**src/rtl/qspis_pkg.sv**
```systemverilog
// rtl/qspis_pkg.sv - shared types and constants for the SPI slave clock/frame detector
package qspis_pkg;

    // Frame state of the clock detector
    typedef enum logic {
        CLKDET_IDLE,
        CLKDET_ACTIVE
    } clkdet_state_e;

    // Bits per SPI byte and the width of the in-byte bit counter
    localparam int BYTE_BITS = 8;
    localparam int BIT_W     = $clog2(BYTE_BITS);

endpackage

```
**src/rtl/qspis_sync.sv**
```systemverilog
// rtl/qspis_sync.sv - multi-flop synchroniser for an asynchronous pad input
module qspis_sync #(
    parameter int   STAGES  = 2,
    parameter logic RST_VAL = 1'b1
) (
    input  logic clk,
    input  logic rst,
    input  logic din,
    output logic dout
);

    logic [STAGES-1:0] chain;

    // Shift the pad level through the chain; reset presets the idle level so
    // no spurious edge is seen while the chain fills.
    always_ff @(posedge clk) begin
        if (rst) begin
            chain <= {STAGES{RST_VAL}};
        end else begin
            chain <= {chain[STAGES-2:0], din};
        end
    end

    assign dout = chain[STAGES-1];

endmodule

```
**src/rtl/qspis_clkdet.sv**
```systemverilog
// rtl/qspis_clkdet.sv - slave-side SPI clock/frame detector (sck edges, csn framing, bit/byte count, idle timeout)
module qspis_clkdet
    import qspis_pkg::*;
#(
    parameter int SYNC_STAGES = 2,
    parameter int TO_W        = 8
) (
    input  logic            clk,
    input  logic            rst,
    input  logic            spi_sck,
    input  logic            spi_csn,
    input  logic [TO_W-1:0] cfg_idle_timeout,
    output logic            sck_rise,
    output logic            sck_fall,
    output logic            cs_active,
    output logic            cs_start,
    output logic            cs_end,
    output logic            cs_end_partial,
    output logic [2:0]      bit_cnt,
    output logic            byte_done,
    output logic            sck_idle,
    output logic            idle_timeout
);

    // Cycles after reset release until both the sync chain and its delayed
    // copy reflect the real pad level rather than the preset idle level.
    localparam int               FL_W  = $clog2(SYNC_STAGES + 2);
    localparam logic [FL_W-1:0]  FLUSH = FL_W'(SYNC_STAGES + 1);

    logic sck_s, csn_s;
    logic sck_d, csn_d;

    logic [FL_W-1:0] flush_cnt;
    logic            armed;

    clkdet_state_e   state_q, state_d;

    logic [TO_W-1:0] to_cnt, to_cnt_d, to_next;
    logic            timed_out, timed_out_d;

    logic            sck_rise_d, sck_fall_d, cs_start_d, cs_end_d, cs_end_partial_d;
    logic            byte_done_d, sck_idle_d, idle_timeout_d;
    logic [2:0]      bit_cnt_d;

    logic            sck_rise_det, sck_fall_det, csn_fall_det, csn_rise_det;

    qspis_sync #(.STAGES(SYNC_STAGES), .RST_VAL(1'b1)) u_sync_sck (
        .clk  (clk),
        .rst  (rst),
        .din  (spi_sck),
        .dout (sck_s)
    );

    qspis_sync #(.STAGES(SYNC_STAGES), .RST_VAL(1'b1)) u_sync_csn (
        .clk  (clk),
        .rst  (rst),
        .din  (spi_csn),
        .dout (csn_s)
    );

    // One-cycle delayed copies of the synchronised levels for edge detection
    always_ff @(posedge clk) begin
        if (rst) begin
            sck_d <= 1'b1;
            csn_d <= 1'b1;
        end else begin
            sck_d <= sck_s;
            csn_d <= csn_s;
        end
    end

    // Arm frame detection only once a genuine csn high has been observed after
    // reset, so a csn already low at reset release cannot open a frame.
    always_ff @(posedge clk) begin
        if (rst) begin
            flush_cnt <= '0;
            armed     <= 1'b0;
        end else begin
            if (flush_cnt != FLUSH) begin
                flush_cnt <= flush_cnt + 1'b1;
            end
            if (flush_cnt == FLUSH && csn_s && csn_d) begin
                armed <= 1'b1;
            end
        end
    end

    assign sck_rise_det = sck_s & ~sck_d;
    assign sck_fall_det = ~sck_s & sck_d;
    assign csn_fall_det = armed & csn_d & ~csn_s;
    assign csn_rise_det = ~csn_d & csn_s;

    assign to_next = (to_cnt == {TO_W{1'b1}}) ? to_cnt : to_cnt + 1'b1;

    // Next-state and next-output decode; csn events take priority over sck edges
    always_comb begin
        state_d          = state_q;
        sck_rise_d       = 1'b0;
        sck_fall_d       = 1'b0;
        cs_start_d       = 1'b0;
        cs_end_d         = 1'b0;
        cs_end_partial_d = 1'b0;
        byte_done_d      = 1'b0;
        idle_timeout_d   = 1'b0;
        bit_cnt_d        = bit_cnt;
        sck_idle_d       = sck_idle;
        to_cnt_d         = to_cnt;
        timed_out_d      = timed_out;

        case (state_q)
            CLKDET_IDLE: begin
                if (csn_fall_det) begin
                    state_d     = CLKDET_ACTIVE;
                    cs_start_d  = 1'b1;
                    bit_cnt_d   = '0;
                    to_cnt_d    = '0;
                    sck_idle_d  = 1'b0;
                    timed_out_d = 1'b0;
                end
            end
            CLKDET_ACTIVE: begin
                if (csn_rise_det) begin
                    state_d          = CLKDET_IDLE;
                    cs_end_d         = 1'b1;
                    cs_end_partial_d = (bit_cnt != 3'd0);
                    sck_idle_d       = 1'b1;
                end else if (sck_rise_det || sck_fall_det) begin
                    sck_rise_d  = sck_rise_det;
                    sck_fall_d  = sck_fall_det;
                    to_cnt_d    = '0;
                    sck_idle_d  = 1'b0;
                    timed_out_d = 1'b0;
                    if (sck_rise_det) begin
                        bit_cnt_d   = bit_cnt + 3'd1;
                        byte_done_d = (bit_cnt == 3'(BYTE_BITS - 1));
                    end
                end else begin
                    to_cnt_d = to_next;
                    if (cfg_idle_timeout != '0 && to_next == cfg_idle_timeout && !timed_out) begin
                        idle_timeout_d = 1'b1;
                        sck_idle_d     = 1'b1;
                        timed_out_d    = 1'b1;
                    end
                end
            end
            default: begin
                state_d = CLKDET_IDLE;
            end
        endcase
    end

    // State, counters and all outputs registered together
    always_ff @(posedge clk) begin
        if (rst) begin
            state_q        <= CLKDET_IDLE;
            sck_rise       <= 1'b0;
            sck_fall       <= 1'b0;
            cs_start       <= 1'b0;
            cs_end         <= 1'b0;
            cs_end_partial <= 1'b0;
            byte_done      <= 1'b0;
            idle_timeout   <= 1'b0;
            bit_cnt        <= '0;
            sck_idle       <= 1'b1;
            to_cnt         <= '0;
            timed_out      <= 1'b0;
        end else begin
            state_q        <= state_d;
            sck_rise       <= sck_rise_d;
            sck_fall       <= sck_fall_d;
            cs_start       <= cs_start_d;
            cs_end         <= cs_end_d;
            cs_end_partial <= cs_end_partial_d;
            byte_done      <= byte_done_d;
            idle_timeout   <= idle_timeout_d;
            bit_cnt        <= bit_cnt_d;
            sck_idle       <= sck_idle_d;
            to_cnt         <= to_cnt_d;
            timed_out      <= timed_out_d;
        end
    end

    assign cs_active = (state_q == CLKDET_ACTIVE);

endmodule

```
**config.mk**
```make
export PLATFORM = sky130hd
export DESIGN_NAME = qspis_clkdet
export DESIGN_NICKNAME = d
export VERILOG_FILES = /design/src/rtl/qspis_pkg.sv /design/src/rtl/qspis_sync.sv /design/src/rtl/qspis_clkdet.sv
export SDC_FILE = /design/constraint.sdc
export NUM_CORES = 1
export LEC_CHECK = 0
export BUFFER_PORTS_ARGS = -buffer_cell sky130_fd_sc_hd__buf_2
export CAP_MARGIN = 30
export CORE_MARGIN = 4
export CORE_UTILIZATION = 45
export CTS_BUF_LIST = sky130_fd_sc_hd__clkbuf_4 sky130_fd_sc_hd__clkbuf_8 sky130_fd_sc_hd__clkbuf_16
export DETAILED_ROUTE_END_ITERATION = 10
export GPL_TIMING_DRIVEN = 0
export HOLD_SLACK_MARGIN = 0.06
export PLACE_DENSITY_LB_ADDON = 0.1
export SYNTH_ARGS = -nofsm -noshare
export SYNTH_HDL_FRONTEND = slang
export SYNTH_SLANG_ARGS = --single-unit
```
**constraint.sdc**
```tcl
create_clock -name clk -period 2.5 [get_ports clk]
set_clock_uncertainty 0.15 [all_clocks]
set_input_delay 0.5 -clock clk [delete_from_list [all_inputs] [get_ports clk]]
set_output_delay 0.5 -clock clk [all_outputs]
set_load 0.02 [all_outputs]
```
# Word-level counts from Yosys, hierarchy flattened
# Index checks and enable logic that the tools add are counted.
# W data, S select, Z words.
# classes
n_addsub	3
eq_ne	11
mux	22
n_bitwise	13
n_reduce_logical	18
# op_table
op	count
$mux W8	4
$pmux W8 S2	1
$mux W3	4
$mux W1	9
$add A8 B1 Y8 const B	1
$eq A8 B8 Y1	1
$eq A8 B8 Y1 const B	1
$not A1 Y1	8
$reduce_bool A8 Y1	1
$reduce_or A4 Y1	2
$ne A2 B2 Y1 const B	3
$pmux W1 S2	3
$pmux W3 S2	1
$and A1 B1 Y1	5
$reduce_or A5 Y1	1
$logic_and A1 B1 Y1	4
$ne A2 B1 Y1 const B	2
$ne A4 B1 Y1 const B	1
$reduce_and A2 Y1	2
$reduce_and A4 Y1	1
$reduce_or A2 Y1	2
$add A3 B1 Y3 const B	1
$eq A3 B3 Y1 const B	1
$ne A3 B1 Y1 const B	1
other kinds (7)	7
# word_totals
register_bits	30
out_inout_bits	12

# Longest topological paths before layout
# logic_depth
word_depth	9
ltp_mapped	8
ltp_nobuf	7

# By module
# From an unflattened synthesis, not the netlist that was laid out.
# unflattened
hier_cells	193
hier_area_um2	1629.1
# modules_own_cells
module	n_inst	cells_each	area_per_inst_um2	seq_area_each_um2
qspis_clkdet	1	185	1524.0	520.5
qspis_sync	2	4	52.6	40.0

# Worst setup path after synthesis
# OpenSTA, ideal clock, no wires.
# synth_path
path_kind	register -> register
startpoint	register to_cnt[0]
endpoint	register sck_idle
arrival_ps	1813
required_ps	2276
path_slack_ps	462
stages_incl_launch_ff	9
n_path_buf	1
path_cell_list	dfxtp_1 ha_1 buf_2 nand4_1 nor2_1 o21ai_0 a2111oi_4 nand4_1 a31oi_1
# synth_via
elab_chain_cells	7
word_cells_on_any_way	8
# synth_lines
element	line	source
start, declared	qspis_clkdet.sv:38	logic [TO_W-1:0] to_cnt, to_cnt_d, to_next;
start signal, assigned	qspis_clkdet.sv:178	to_cnt <= to_cnt_d;
$add A8 B1 Y8 or $eq A8 B8 Y1 (tied branches)	qspis_clkdet.sv:93	assign to_next = (to_cnt == {TO_W{1'b1}}) ? to_cnt : to_cnt + 1'b1;
$mux W8 *	qspis_clkdet.sv:93	
$eq A8 B8 Y1 *	qspis_clkdet.sv:139	if (cfg_idle_timeout != '0 && to_next == cfg_idle_timeout && !timed_out) begin
$logic_and A1 B1 Y1 * (2 in series)	qspis_clkdet.sv:139	
$ne A4 B1 Y1 (no line) *	n/a	
$reduce_and A2 Y1 (no line) *	n/a	
end signal, assigned	qspis_clkdet.sv:177	sck_idle <= sck_idle_d;
end, declared	qspis_clkdet.sv:21	output logic sck_idle,
# Every way passes the cells marked *; elsewhere a longest branch is shown, timed or not.
# A chain may end at the register's enable or synchronous reset.

# Worst setup path after layout
# layout_path
startpoint	register to_cnt[0]
endpoint	register idle_timeout
# layout_via
elab_chain_cells	6
word_cells_on_any_way	7
# layout_lines
element	line	source
$add A8 B1 Y8 or $eq A8 B8 Y1 (tied branches)	qspis_clkdet.sv:93	
$mux W8 *	qspis_clkdet.sv:93	
$eq A8 B8 Y1 *	qspis_clkdet.sv:139	
$logic_and A1 B1 Y1 * (2 in series)	qspis_clkdet.sv:139	
$mux W1 *	qspis_clkdet.sv:139	
end signal, assigned	qspis_clkdet.sv:175	idle_timeout <= idle_timeout_d;
end, declared	qspis_clkdet.sv:22	output logic idle_timeout
# Marks and branches as above.

==> impl_metrics.ini <==
[detailed_routing]
drt_iter0_markers = 66
firstDrtPassIters = 4
final_antenna_net_count = 0
vias = 1449
routedWlPerCell_um = 13.1
wl_met1_mm = 1.55
wl_mm = 3.47
wl_met3_um = 258
drcViolationCount = 0
wl_met2_mm = 1.63
highest_layer = met4
drt-vias-per-instance = 5.47

[finish]
synthToLayoutAreaGrowth_pct = 15.8
final_cell_area_um2 = 1820
drive_above_1_share_pct = 21.9
num_antenna_cells = 0
final_util_pct = 54.1
fin_nets = 237

[timing]
slew_headroom_pct = 67.8
rsz0062_at_grt = false
finalSetupTns_ps = 0
fin_crit_sh_pct = 94.0
slew_violations = 0
hold_viol = 0
period_minus_slack_ps = 2350
fmax_mhz = 426
finalSetupViolations = 0
worst_slew_pin_slew_ps = 482

[hold_path]
hp-class = input port to flip-flop

[yosys]
synth_top_cell_by_area = dfxtp_1
synth-async-reset-ratio_pct = 0
synth_seq_cells = 30
yosysTopAreaCellShare_pct = 38.2
synth_nets = 208
syn_area_per_cell_um2 = 8.31
synth-edff-count = 0
synthCells = 189
synth.distinct_cells = 43
synth_warnings = 0
synth_area_um2 = 1570
synth_flop_cell = dfxtp_1
synthTopCellsByArea = dfxtp_1 38%, nor2_1 5.7%, ha_1 5.6%
synthTopCellsByCount = 30 x dfxtp_1, 24 x nor2_1, 14 x nand2_1
yosysMostFrequentCell = dfxtp_1
seq_area_frac_synth_pct = 38.2

[power_and_ir_drop]
irDropWorstVdd_mv = 0.380
power_frac_clock_pct = 37.5
power_density_nw_per_um2 = 509
p_sw_uw = 208
combinationalPowerShare_pct = 8.6
power_frac_seq_pct = 53.9
switching_share_pct = 22.4
p_int_uw = 719
leakagePower_uw = 0.000730

[clocking]
cts_num_sinks = 30
cts_tree = yes
post_cts_resized = 0
clk_latency_ps = 320
cts_root_buf = clkbuf_4
clkTransAtPathRegs_ps = 90
cts_buffers = 5
clock_path_buffers = 2
holdBufCountCts = 0
post_cts_buffers = 0
cts_max_level = 2

[grt]
grt_overflow_total = 0
grt_pass1_vias = 1279
antenna_found_initial = 0
grt_max_degree = 11
track_usage_pct = 16.9
grt_pass1_wl_mm = 5.80

[placed_design]
placed_cell_area_um2 = 1740
gp_congestion = 0.868
io_buffers = 22
hpwl_mm = 2.73

[critical_path]
end_kind = flip-flop
critical_path_class = flip-flop to flip-flop
critPathMaxStageDelay_ps = 460
crit_top_cell = nand4_1
worstPathArrival_ps = 2430
cp_top_family = simple AND/OR/NAND/NOR gates
crit_slowest_cell = dfxtp_1
path_max_fanout = 8
worst-endpoint-required_ps = 2580
worst-path-buf-inv = 1
start_kind = flip-flop
crit_chain = ha_1 -> buf_2 -> nand4_1 -> nor2_2 -> o21ai_0 -> a2111oi_4 -> nand4_1 -> nor3_1

[die]
die_w_um = 67.1
core_um2 = 3360
initial_core_util_pct = 46.7
rows = 21
dieHeight_um = 67.1
dieArea_um2 = 4500
pin_count = 24

[outcome]
outcome = finished clean

[flow_run]
cap_violations = 0
-- path summary, 6_finish.rpt --
| check | slack [ps] | depth (start not counted) | startpoint | endpoint |
|---|---|---|---|---|
| worst max-delay path | 150 | 8 | to_cnt[0]$_SDFFE_PP0P_ | idle_timeout$_SDFF_PP0_ |
| worst min-delay path | 210 | 2 | spi_csn | u_sync_csn.chain[0]$_SDFF_PP1_ |
| worst max register to register | 150 | 8 | to_cnt[0]$_SDFFE_PP0P_ | idle_timeout$_SDFF_PP0_ |
| worst min register to register | 270 | 1 | u_sync_csn.chain[0]$_SDFF_PP1_ | u_sync_csn.chain[1]$_SDFF_PP1_ |
-- area by class of cell --
type | instances | area [um^2]
clock buffer | 8 | 78.8
fill | 351 | 1540
inverter | 6 | 22.5
multi-input combinational | 143 | 905
sequential | 30 | 601
timing repair buffer | 22 | 110
tap | 46 | 57.6
buffer | 10 | 46.3
-- flip-flops by register name, summed over array words and instances, names as in the netlist, 2 cells and up --
register / count
u_sync_csn.chain: 2
u_sync_sck.chain: 2
bit_cnt: 3
to_cnt: 8
flush_cnt: 2
-- routing by layer --
layer / up-vias / track usage (%)
met4: 0 / 5.32
met1: 672 / 22.1
met5: - / 0
li1: 734 / -
met3: 5 / 6.58
met2: 38 / 25.2
-- power groups by stage --
stage	sequential, uW	clock (uW)	combinational [uW]
6_report	499	348	79.9
5_1_grt	502	379	92.4
4_1_cts	499	360	81.0
3_5_place_dp	511	0	80.2
3_3_place_gp	509	0	76.6
2_1_floorplan	510	0	54.2
-- cells by family after synthesis --
family | after synthesis | share of synthesized area, %
fa+ha+maj | 7 | 5.57
xor+xnor | 9 | 5.02
simple gates | 84 | 27.0
compound gates | 40 | 17.8
flops | 30 | 38.2
mux | 3 | 1.99
buf+inv | 16 | 4.38
-- through the flow --
step	power (uW)	cells	worst slack, ps	hold slack [ps]
after floorplan	564	189	462	239
after global placement	586	257	134	242
after detailed placement	591	257	150	252
after CTS	940	265	117	189
after global routing	973	265	0.133	194
final	927	265	151	207
-- layout by cell type (no fill, tap or decap), drive strengths merged, types with 2 or more instances in the layout --
| cell type | netlist | layout |
|---|---|---|
| and3 | 5 | 5 |
| nor2b | 3 | 3 |
| nor2 | 24 | 24 |
| nor4 | 3 | 3 |
| nand2 | 14 | 14 |
| o21ai | 6 | 6 |
| ha | 7 | 7 |
| nor3 | 11 | 11 |
| xnor2 | 6 | 6 |
| clkbuf | 6 | 14 |
| a21oi | 13 | 13 |
| xor2 | 3 | 3 |
| or2 | 6 | 6 |
| buf | 4 | 26 |
| a31oi | 5 | 5 |
| nand3 | 5 | 5 |
| mux2i | 2 | 2 |
| inv | 6 | 6 |
| o21a | 3 | 3 |
| nand2b | 2 | 2 |
| dfxtp | 30 | 30 |
| o31a | 2 | 2 |
| nand4 | 7 | 7 |
(Power assumes the default switching activity.)
